## src/rtl/cpu_pkg.sv

```systemverilog
`default_nettype none
// ============================================================================
// Package     : cpu_pkg
// Description : Shared types and constants for the branch/flag logic.
//               cond_t     - B.cond condition field, ARM encoding.
//               FLAG_N/Z/C/V - bit positions inside the 4-bit NZCV register.
// Revision    : 1.0 - initial release
// ============================================================================
package cpu_pkg;

  typedef enum logic [3:0] {
    EQ = 4'h0,
    NE = 4'h1,
    HS = 4'h2,
    LO = 4'h3,
    MI = 4'h4,
    PL = 4'h5,
    VS = 4'h6,
    VC = 4'h7,
    HI = 4'h8,
    LS = 4'h9,
    GE = 4'hA,
    LT = 4'hB,
    GT = 4'hC,
    LE = 4'hD,
    AL = 4'hE,
    NV = 4'hF
  } cond_t;

  localparam int FLAG_N = 3;
  localparam int FLAG_Z = 2;
  localparam int FLAG_C = 1;
  localparam int FLAG_V = 0;

endpackage : cpu_pkg
`default_nettype wire

```

## src/rtl/cond_eval.sv

```systemverilog
`default_nettype none
// ============================================================================
// Module      : cond_eval
// Description : Purely combinational evaluation of an ARM condition code
//               against a 4-bit NZCV flag value.
// Ports       : cond  (in)  condition field
//               flags (in)  {N,Z,C,V}
//               pass  (out) condition holds
// Revision    : 1.0 - initial release
// ============================================================================
module cond_eval
  import cpu_pkg::*;
(
  input  cond_t      cond,
  input  logic [3:0] flags,
  output logic       pass
);

  logic n, z, c, v;

  always_comb begin
    n    = flags[FLAG_N];
    z    = flags[FLAG_Z];
    c    = flags[FLAG_C];
    v    = flags[FLAG_V];
    pass = 1'b0;
    case (cond)
      EQ: pass = z;
      NE: pass = ~z;
      HS: pass = c;
      LO: pass = ~c;
      MI: pass = n;
      PL: pass = ~n;
      VS: pass = v;
      VC: pass = ~v;
      HI: pass = c & ~z;
      LS: pass = ~(c & ~z);
      GE: pass = (n == v);
      LT: pass = (n != v);
      GT: pass = ~z & (n == v);
      LE: pass = ~(~z & (n == v));
      AL: pass = 1'b1;
      NV: pass = 1'b1;
    endcase
  end

endmodule : cond_eval
`default_nettype wire

```

## src/rtl/flag_branch_unit.sv

```systemverilog
`default_nettype none
// ============================================================================
// Module      : flag_branch_unit
// Description : Architectural NZCV flag register plus conditional-branch
//               resolution (CBZ/CBNZ on the live zero flag, B.cond on the
//               registered flags) and wrapping branch statistics counters.
// Ports       : clk, reset (sync, active-high)
//               zero_detected/negative/carry_out/overflow - live ALU flags
//               set_flags, is_cbz, is_cbnz, is_bcond, cond  - decode info
//               take_branch  - combinational branch select
//               flags        - registered {N,Z,C,V}
//               flags_valid  - sticky, set by first flag-setting op
//               branch_count - conditional branches resolved
//               taken_count  - conditional branches taken
// Revision    : 1.0 - initial release
// ============================================================================
module flag_branch_unit
  import cpu_pkg::*;
#(
  parameter int CNT_WIDTH = 32
) (
  input  logic                 clk,
  input  logic                 reset,
  input  logic                 zero_detected,
  input  logic                 negative,
  input  logic                 carry_out,
  input  logic                 overflow,
  input  logic                 set_flags,
  input  logic                 is_cbz,
  input  logic                 is_cbnz,
  input  logic                 is_bcond,
  input  logic [3:0]           cond,
  output logic                 take_branch,
  output logic [3:0]           flags,
  output logic                 flags_valid,
  output logic [CNT_WIDTH-1:0] branch_count,
  output logic [CNT_WIDTH-1:0] taken_count
);

  logic [3:0]           flags_q,        flags_d;
  logic                 flags_valid_q,  flags_valid_d;
  logic [CNT_WIDTH-1:0] branch_count_q, branch_count_d;
  logic [CNT_WIDTH-1:0] taken_count_q,  taken_count_d;

  cond_t cond_e;
  logic  cond_pass;
  logic  cond_always;
  logic  is_branch;

  assign cond_e = cond_t'(cond);

  // B.cond always sees the registered flags, so a same-cycle flag write
  // only becomes visible to the following instruction.
  cond_eval u_cond_eval (
    .cond  (cond_e),
    .flags (flags_q),
    .pass  (cond_pass)
  );

  always_comb begin
    cond_always = (cond_e == AL) || (cond_e == NV);
    is_branch   = is_cbz | is_cbnz | is_bcond;
    take_branch = 1'b0;

    // Priority cbz > cbnz > bcond covers illegal multi-hot decodes.
    if (!reset) begin
      if (is_cbz)
        take_branch = zero_detected;
      else if (is_cbnz)
        take_branch = ~zero_detected;
      else if (is_bcond)
        // Flags are meaningless until the first flag-setting op, so only
        // the unconditional encodings may branch before then.
        take_branch = cond_pass & (flags_valid_q | cond_always);
    end

    flags_d       = flags_q;
    flags_valid_d = flags_valid_q;
    if (set_flags) begin
      flags_d[FLAG_N] = negative;
      flags_d[FLAG_Z] = zero_detected;
      flags_d[FLAG_C] = carry_out;
      flags_d[FLAG_V] = overflow;
      flags_valid_d   = 1'b1;
    end

    // Counters wrap naturally at 2^CNT_WIDTH.
    branch_count_d = branch_count_q + {{(CNT_WIDTH-1){1'b0}}, is_branch};
    taken_count_d  = taken_count_q
                   + {{(CNT_WIDTH-1){1'b0}}, is_branch & take_branch};
  end

  always_ff @(posedge clk) begin
    if (reset) begin
      flags_q        <= 4'b0000;
      flags_valid_q  <= 1'b0;
      branch_count_q <= '0;
      taken_count_q  <= '0;
    end else begin
      flags_q        <= flags_d;
      flags_valid_q  <= flags_valid_d;
      branch_count_q <= branch_count_d;
      taken_count_q  <= taken_count_d;
    end
  end

  assign flags        = flags_q;
  assign flags_valid  = flags_valid_q;
  assign branch_count = branch_count_q;
  assign taken_count  = taken_count_q;

endmodule : flag_branch_unit
`default_nettype wire

```

## config.mk

```make
export PLATFORM = sky130hd
export DESIGN_NAME = flag_branch_unit
export DESIGN_NICKNAME = d
export VERILOG_FILES = /design/src/rtl/cpu_pkg.sv /design/src/rtl/cond_eval.sv /design/src/rtl/flag_branch_unit.sv
export SDC_FILE = /design/constraint.sdc
export NUM_CORES = 1
export LEC_CHECK = 0
export ABC_AREA = 1
export ABC_CLOCK_PERIOD_IN_PS = 2100
export BUFFER_PORTS_ARGS = -buffer_cell sky130_fd_sc_hd__buf_2
export CORE_MARGIN = 4
export CORE_UTILIZATION = 49
export DETAILED_ROUTE_END_ITERATION = 7
export GPL_TIMING_DRIVEN = 0
export PLACE_DENSITY = 0.75
export SYNTH_ARGS = -nofsm -noshare
export SYNTH_HDL_FRONTEND = slang
export SYNTH_HIERARCHICAL = 1
export SYNTH_SLANG_ARGS = --single-unit
export TNS_END_PERCENT = 10
```

## constraint.sdc

```tcl
create_clock -name clk -period 2.1 [get_ports clk]
set_clock_uncertainty 0.1 [all_clocks]
set_input_delay 0 -clock clk [delete_from_list [all_inputs] [get_ports clk]]
set_output_delay 0 -clock clk [all_outputs]
set_load 0.02 [all_outputs]
```

# Word-level counts from Yosys, hierarchy flattened

Index checks and enable logic that the tools add are counted.

Equality and inequality tests: 17
Bitwise gates (word level): 14
$add $sub $neg: 2
Mux-type cells: 5
Reductions and logical operators: 3

Operators by type and width:

| kind               | number |
|---|---|
| $add 32x1->32      | 2 |
| $eq 4x4->1 const B | 8 |
| $eq 4x3->1 const B | 4 |
| $pmux 1 s15        | 1 |
| $eq 4x2->1 const B | 2 |
| $not 1->1          | 7 |
| $and 1x1->1        | 4 |
| $eq 4x1->1 const B | 1 |
| $logic_not 4->1    | 1 |
| $mux 1             | 4 |
| $or 1x1->1         | 3 |
| $reduce_or 2->1    | 1 |
| $eq 1x1->1         | 1 |
| $logic_or 1x1->1   | 1 |
| $ne 1x1->1         | 1 |

Bits in registers: 69
Logic and storage cells: 45
Output and inout bits: 70

# Longest topological paths before layout

Gate-level depths: netlist (run 1).

Depth after elaboration: 11
Mapped depth: 20
Gate-level depth less buffers: 20

# Modules after synthesis

Netlist (run 1), hierarchy kept.

Modules (own cells, without submodules):

| module           | sequential area each (µm²) | area an instance (µm²) | instances | cells each |
|---|---|---|---|---|
| flag_branch_unit | 1381.3                     | 3601.0                 | 1         | 582 |
| cond_eval        | 0.0                        | 212.7                  | 1         | 51 |

# Worst setup path after synthesis (run 1)

No wires, ideal clock.

Kind: register to register
From: reg flags_q[0] (netlist: flags[0])
To: reg taken_count_q[18] (netlist: taken_count[18])
Data required time: 1884 ps
Data arrival time: 2320 ps
Stages on the path, launching flop included: 20
Slack: -436 ps
Buffers on the path: 0
Path through: dfxtp_1 > inv_1 > nand2_1 > nand3_1 > nand2_1 > nand2_1 > nor2_1 > nor2_1 > nand3_1 > nand4_1 > a21oi_1 > ha_1 > ha_1 > nand2_1 > nor2_4 > nand2_2 > nor2_4 > nand2_1 > o21ai_0 > nor2_1

Longest elaborated chain between the ends: 11
Elaborated cells on any way between the ends: 13
Those cells by class: add/sub: 1; eq/ne: 2; mux: 5; bitwise: 5

RTL lines:

| item                   | RTL line                                          | text |
|---|---|---|
| start, declared        | flag_branch_unit.sv:40                            | `logic [3:0] flags_q, flags_d;` |
| start signal, assigned | flag_branch_unit.sv:100                           | `flags_q <= flags_d;` |
| $eq 1x1->1             | cond_eval.sv:38, cond_eval.sv:40, cond_eval.sv:41 |  |
| $and 1x1->1            | cond_eval.sv:40, cond_eval.sv:41                  |  |
| $not 1->1              | cond_eval.sv:41                                   | `LE: pass = ~(~z & (n == v));` |
| $pmux 1 s15 *          | cond_eval.sv:27                                   | `case (cond)` |
| via cond_pass          | flag_branch_unit.sv:46                            | `logic cond_pass;` |
| $and 1x1->1 *          | flag_branch_unit.sv:74                            | `take_branch = cond_pass & (flags_valid_q \| cond_always);` |
| $mux 1 *               | flag_branch_unit.sv:71                            | `else if (is_bcond)` |
| $mux 1 *               | flag_branch_unit.sv:69                            | `else if (is_cbnz)` |
| $mux 1 *               | flag_branch_unit.sv:67                            | `if (is_cbz)` |
| $mux 1 *               | flag_branch_unit.sv:66                            | `if (!reset) begin` |
| $and 1x1->1 *          | flag_branch_unit.sv:90                            | `+ {{(CNT_WIDTH-1){1'b0}}, is_branch & take_branch};` |
| $add 32x1->32 *        | flag_branch_unit.sv:90                            |  |
| end signal, assigned   | flag_branch_unit.sv:103                           | `taken_count_q <= taken_count_d;` |
| end, declared          | flag_branch_unit.sv:43                            | `logic [CNT_WIDTH-1:0] taken_count_q, taken_count_d;` |

Mark *: on every way through the listed nets, which the timed path passes. The rest lies on a longest branch.
A chain may end at the register's enable or synchronous reset.

# Final worst setup path (run 1)

Ends and elaborated chain as after synthesis.

==> results.toml, run 1 <==
[timing]
fin_crit_ps = 2600
setup_tns_ps = -10640
drv_slew = 0
tightest_slew_ps = 588
setup_violations = 30
fin_crit_sh = 1.24
slew_headroom = 0.608
rsz0062_at_grt = "yes"
final-hold-violation-count = 0
fin_ws_ps = -499
fmax_mhz = 385

[global_route]
antenna_found_initial = 0
grt_pass1_vias = 4117
overflow = 0
grt_start_max_net_pins = 11
track_usage = 0.257
grt_pass1_wl_um = 18500

[detailed_routing]
drt_iter0_markers = 238
vias = 4390
viasPerCell = 5.16
wl_per_cell_um = 13.5
final_antenna_net_count = 0
drtPass1Iterations = 7
routed_wl_um = 11500
route.detailed.drc = 0

[floorplanning]
placementRows = 31
die_x_um = 96.2
num_io_pins = 84
dieHeight_um = 96.2
die-area_mm2 = 0.00926
initial_core_util = 0.515
core_area_mm2 = 0.00741

[synth]
ys_ff_latch = 69
synth_top_area_frac = 0.362
synth-main-ff-cell = "dfxtp_1"
synth_area_per_cell_um2 = 6.02
synthArstFlopShare = 0
ys_types = 22
netlist_instances = 633
yosysSeqAreaShare = 0.362
yosysWarnings = 6
yosysTopAreaCell = "dfxtp_1"
synth_most_common_cell = "nand2_1"
synthesis.area_mm2 = 0.00381
ys_top_cells_by_area = "dfxtp_1 (36%), nand2_1 (19%), nor2_1 (14%)"
synthesis.nets = 651
netlist_top_cells_count = "nand2_1 (190), nor2_1 (139), inv_1 (75)"
synth-edff-count = 0

[flow_run]
drv_cap = 0

[finish]
area_growth_pct = 28.1
num_antenna_cells = 0
finalNetCount = 766
layout.cells.non_filler = 851
layout-drive-gt1-share = 0.197
nFillCells = 708

[clock_network]
path_clk_slew_ps = 70
cts_buffer_depth = 2
cts_buffers = 9
cts_tree = "yes"
cts_root_buf = "clkbuf_8"
h-tree-depth = 3
numClockSinks = 69
clkLatencyLatePin_ps = 350

[worst_setup_path]
cp_max_fo = 6
reg2reg_depth = 19
start_kind = "register"
reg2reg_to = "taken_count[18]"
cp.arrival_ps = 2740
max_stage_delay_ps = 380
required_ps = 2240
cp-end-kind = "register"
r2r_start = "flags[0]"
rrSetupSlack_ps = -500
path_cells = "inv_2, nand2_4, nand3_1, nand2_1, nand2_1, nand2_1, nor2_1, nand3_1, nand4_1, a21oi_2, ha_2, ha_4, nand2_4, nor2_4, nand2_4, nor2_4, nand2_2, o21ai_1, nor2_1"
path_class = "reg2reg"
cp_slowest_cell = "dfxtp_4"

[outcome]
violations = "setup timing"
status = "finished with violations"

[placed_design]
port_buffers = 83
place_congestion = 0.916
placed_cells = 815
dpl.hpwl_um = 8610

[hold_path]
min_from = "is_cbz"
min_path_type = "in2reg"
hold_end = "taken_count[0]"
hold_depth = 6

[power]
p_per_area_mw_per_mm2 = 541
ir_drop_uv = 414
p_leak_nw = 1.91
worst max path at each step:
stage / slack, ps / startpoint / to
2_1_floorplan: -220 / flags[3] / taken_count[18]
3_5_place_dp: -590 / flags[3] / taken_count[10]
5_1_grt: -670 / flags[3] / taken_count[26]
3_3_place_gp: -480 / flags[3] / taken_count[10]
6_report: -500 / flags[0] / taken_count[18]
4_1_cts: -400 / flags[3] / taken_count[18]
where the power goes:
part | leakage (nW) | internal [mW] | switching (mW) | total (mW)
combinational | 1.25 | 0.0862 | 0.135 | 0.221
clock | 0.102 | 0.586 | 0.493 | 1.08
sequential | 0.559 | 1.32 | 0.0200 | 1.34
total | 1.91 | 1.99 | 0.648 | 2.64
cell families after synthesis:
group | synth area share
AO/OA/AOI/OAI | 0.0965
XOR/XNOR | 0.0207
adder cells (fa/ha/maj) | 0.0131
buffers and inverters | 0.0807
flip-flops | 0.362
AND/OR/NAND/NOR | 0.427
worst max-delay path: cells and delay by family, from the launching register on:
family	cells	cell delay, ps
AND/OR/NAND/NOR	14	1290
flip-flops	1	380
adder cells (fa/ha/maj)	2	370
AO/OA/AOI/OAI	2	300
buffers and inverters	1	60
registers in the layout, summed over array words and instances, names as in the netlist:
register      cells
branch_count     32
flags_valid       1
taken_count      32
flags             4
repair_timing:
item / 4_1_cts / 5_1_grt
hold endpoints to repair: 7 / 0
pin swaps: 9 / 11
resized for setup: 13 / 22
hold buffers: 8 / 0
setup endpoints to repair: 28 / 32
gates cloned: 0 / 0
buffers inserted: 11 / 3
per-stage QoR:
stage                      util  hold WS (ps)  power (mW)  setup WS (ps)  instance area (µm²)
after floorplan               -         -20.1        1.48           -223                 3860
after detailed placement  0.593           135        1.55           -591                 4400
after global placement    0.593           121        1.54           -479                 4400
final                     0.660           143        2.64           -499                 4890
after global routing      0.660           169        2.74           -673                 4890
after CTS                 0.648           141        2.64           -404                 4800
layout make-up:
cell class | count | area (µm²) | share of cell area
flip-flops and latches | 69 | 1390 | 0.285
inverters | 75 | 284 | 0.0581
well taps | 99 | 124 | 0.0254
repair buffers | 104 | 614 | 0.126
plain buffers | 7 | 26.3 | 0.00538
multi-input cells | 482 | 2250 | 0.460
clock buffers | 15 | 196 | 0.0402
metal layers:
layer,global-route usage,routed length (µm),up-vias
met5,0,0,-
met4,0.108,282,0
met2,0.446,5670,165
met3,0.0649,752,25
met1,0.300,4810,1990
li1,-,-,2210
layout by cell type, fill, tap and decap left out, drive strengths merged:
master       instances
nor2               147
nand2              193
a211oi               1
or2                  2
xor2                 3
nand3               47
dfxtp               69
inv                 75
ha                   4
o21a                 3
clkbuf              19
nand4                5
dlygate4sd3          8
xnor2                6
a21oi               48
o21ai               18
nor3                 4
o21bai               1
buf                 99
Power figures use the tool's default switching activity.
==> run 2, diff against run 1 <==
- ABC_CLOCK_PERIOD_IN_PS: 2100 -> 3000
- CORE_UTILIZATION: 49 -> 59
- PLACE_DENSITY: 0.75 -> 0.85
- clock period: 2.1 -> 3 ns (I/O delays scaled with it)
==> run 2 against run 1 <==
The run now ends clean. Non-clock buffer count decreased by 6. Highest routed layer unchanged. Critical path depth increased by 1. Sequential power decreased by 30%. Critical path type unchanged. Global-route usage increased by 4.0 points. Clock power decreased by 31%. Design area decreased by 4.3%. Die area decreased by 16%. Sequential share of layout area increased by 1.1 points.
==> results.toml, run 2 (same netlist as run 1, synthesis figures left out) <==
[global_route]
overflow = 0
grt_pass1_wl_um = 18300
antenna_found_initial = 0
grt_pass1_vias = 4182
grt_start_max_net_pins = 12
track_usage = 0.297

[worst_setup_path]
start_kind = "register"
cp.arrival_ps = 2840
path_cells = "inv_1, nand2_1, nand3_1, nand2_1, nand2_1, nor2_1, nor2_1, nand3_1, nand4_1, a21oi_1, ha_1, ha_1, nand2_1, nor2_4, nand2_2, nor2_4, buf_4, nand2_1, nand2_1, a21oi_1"
cp_slowest_cell = "dfxtp_2"
critPathBufInv = 2
max_stage_delay_ps = 380
cp_max_fo = 5
path_class = "reg2reg"
cp-end-kind = "register"
required_ps = 3110
cp_common_cell = "nand2_1"
critical_path.top_delay_family = "simple AND/OR/NAND/NOR gates"

[detailed_routing]
met1_length_um = 4490
drtPass1Iterations = 5
route.met3.wl_um = 730
routed_wl_um = 10900
route.detailed.drc = 0
vias = 4382
dr_wl_met2_um = 5340
wl_per_cell_um = 13.3
final_antenna_net_count = 0
viasPerCell = 5.32
maxUsedRoutingLayer = "met4"
drt_iter0_markers = 307

[placed_design]
port_buffers = 83
place_congestion = 0.922
dpl.hpwl_um = 8260

[timing]
final-hold-violation-count = 0
setup_tns_ps = 0
slew_headroom = 0.596
fin_crit_ps = 2730
tightest_slew_ps = 606
drv_slew = 0
fmax_mhz = 366
setup_violations = 0
fin_crit_sh = 0.910

[clock_network]
cts_buffers = 9
h-tree-depth = 3
path_clk_slew_ps = 70
cts_buffer_depth = 2
cts_tree = "yes"
cts_root_buf = "clkbuf_8"
numClockSinks = 69
clkLatencyLatePin_ps = 340

[outcome]
status = "complete, no violations"

[flow_run]
drv_cap = 0

[floorplanning]
die-area_mm2 = 0.00781
core_area_mm2 = 0.00631
num_io_pins = 84
initial_core_util = 0.604
die_x_um = 88.4
dieHeight_um = 88.4
placementRows = 29

[power]
switching_share = 0.246
p_comb_frac = 0.078
net-switching-power_uw = 450
ir_drop_uv = 370
p_leak_nw = 1.81
finalPower_mw = 1.83
clkPwrFrac = 0.410
internal_power_mw = 1.38
p_seq_frac = 0.512
p_per_area_mw_per_mm2 = 392

[finish]
post-route-util = 0.740
num_antenna_cells = 0
layout_common_cells = "nand2_1 (189), nor2_1 (138), buf_2 (83), inv_1 (75), dfxtp_1 (67)"
nFillCells = 537
layout-drive-gt1-share = 0.155
area_growth_pct = 22.6
final_common_cell = "nand2_1"
finalNetCount = 760

[hold_path]
min_path_type = "in2reg"
==> run 2: cell types whose count changed in the layout (fill, tap and decap cells not counted), moves of 5 or more <==
cell           change
buf_4              -7
nand2_1            +5
nand2_4            -6
buf_6              -5
dlygate4sd3_1      +5
==> run 2: per-stage QoR <==
stage	area, µm²	instances	setup slack [ps]	hold slack, ps
after floorplan	3810	633	464	-10.0
after global placement	4330	793	298	122
after detailed placement	4330	793	224	132
after CTS	4650	822	215	128
after global routing	4670	824	-11.6	222
final	4670	824	269	151
==> run 2: final timing paths <==
path / startpoint / end / slack, ps / depth (start not counted)
max reg2reg: flags[3] / taken_count[30] / 270 / 20
min: is_cbz / taken_count[0] / 150 / 6
max: flags[3] / taken_count[30] / 270 / 20
min reg2reg: branch_count[31] / branch_count[31] / 380 / 2
==> run 2: tightest hold or removal path: stages <==
cell	delay [ps]
buf_2	100
a21oi_1	50
a21oi_1	160
ha_1	140
inv_1	30
nor2_1	80
==> run 2: final cells by class <==
class | instances | area [µm²] | share of cell area
Timing Repair Buffer | 98 | 561 | 0.120
Multi-Input combinational cell | 482 | 2130 | 0.457
Buffer | 7 | 26.3 | 0.00562
Clock inverter | 5 | 50.0 | 0.0107
Tap cell | 77 | 96.3 | 0.0206
Sequential cell | 69 | 1380 | 0.296
Clock buffer | 11 | 141 | 0.0302
Inverter | 75 | 282 | 0.0602
==> run 2: power by group through the flow <==
stage                     clock, mW  sequential [mW]  combinational (mW)
after global placement            0            0.958               0.119
final                         0.750            0.938               0.143
after global routing          0.800            0.939               0.159
after floorplan                   0            0.971              0.0637
after detailed placement          0            0.958               0.122
after CTS                     0.752            0.937               0.138
==> run 2: what timing repair did <==
| action | CTS | global route |
|---|---|---|
| hold buffers | 13 | 0 |
| setup endpoints to repair | 0 | 7 |
| hold endpoints to repair | 7 | 0 |
| buffers inserted | 0 | 2 |
| gates resized for setup | 0 | 5 |
==> run 2: per-layer routing <==
metal  track usage  vias to the layer above
met5             0                        -
met4         0.136                        0
met3        0.0615                       42
met2         0.515                      191
met1         0.352                     1957
li1              -                     2192
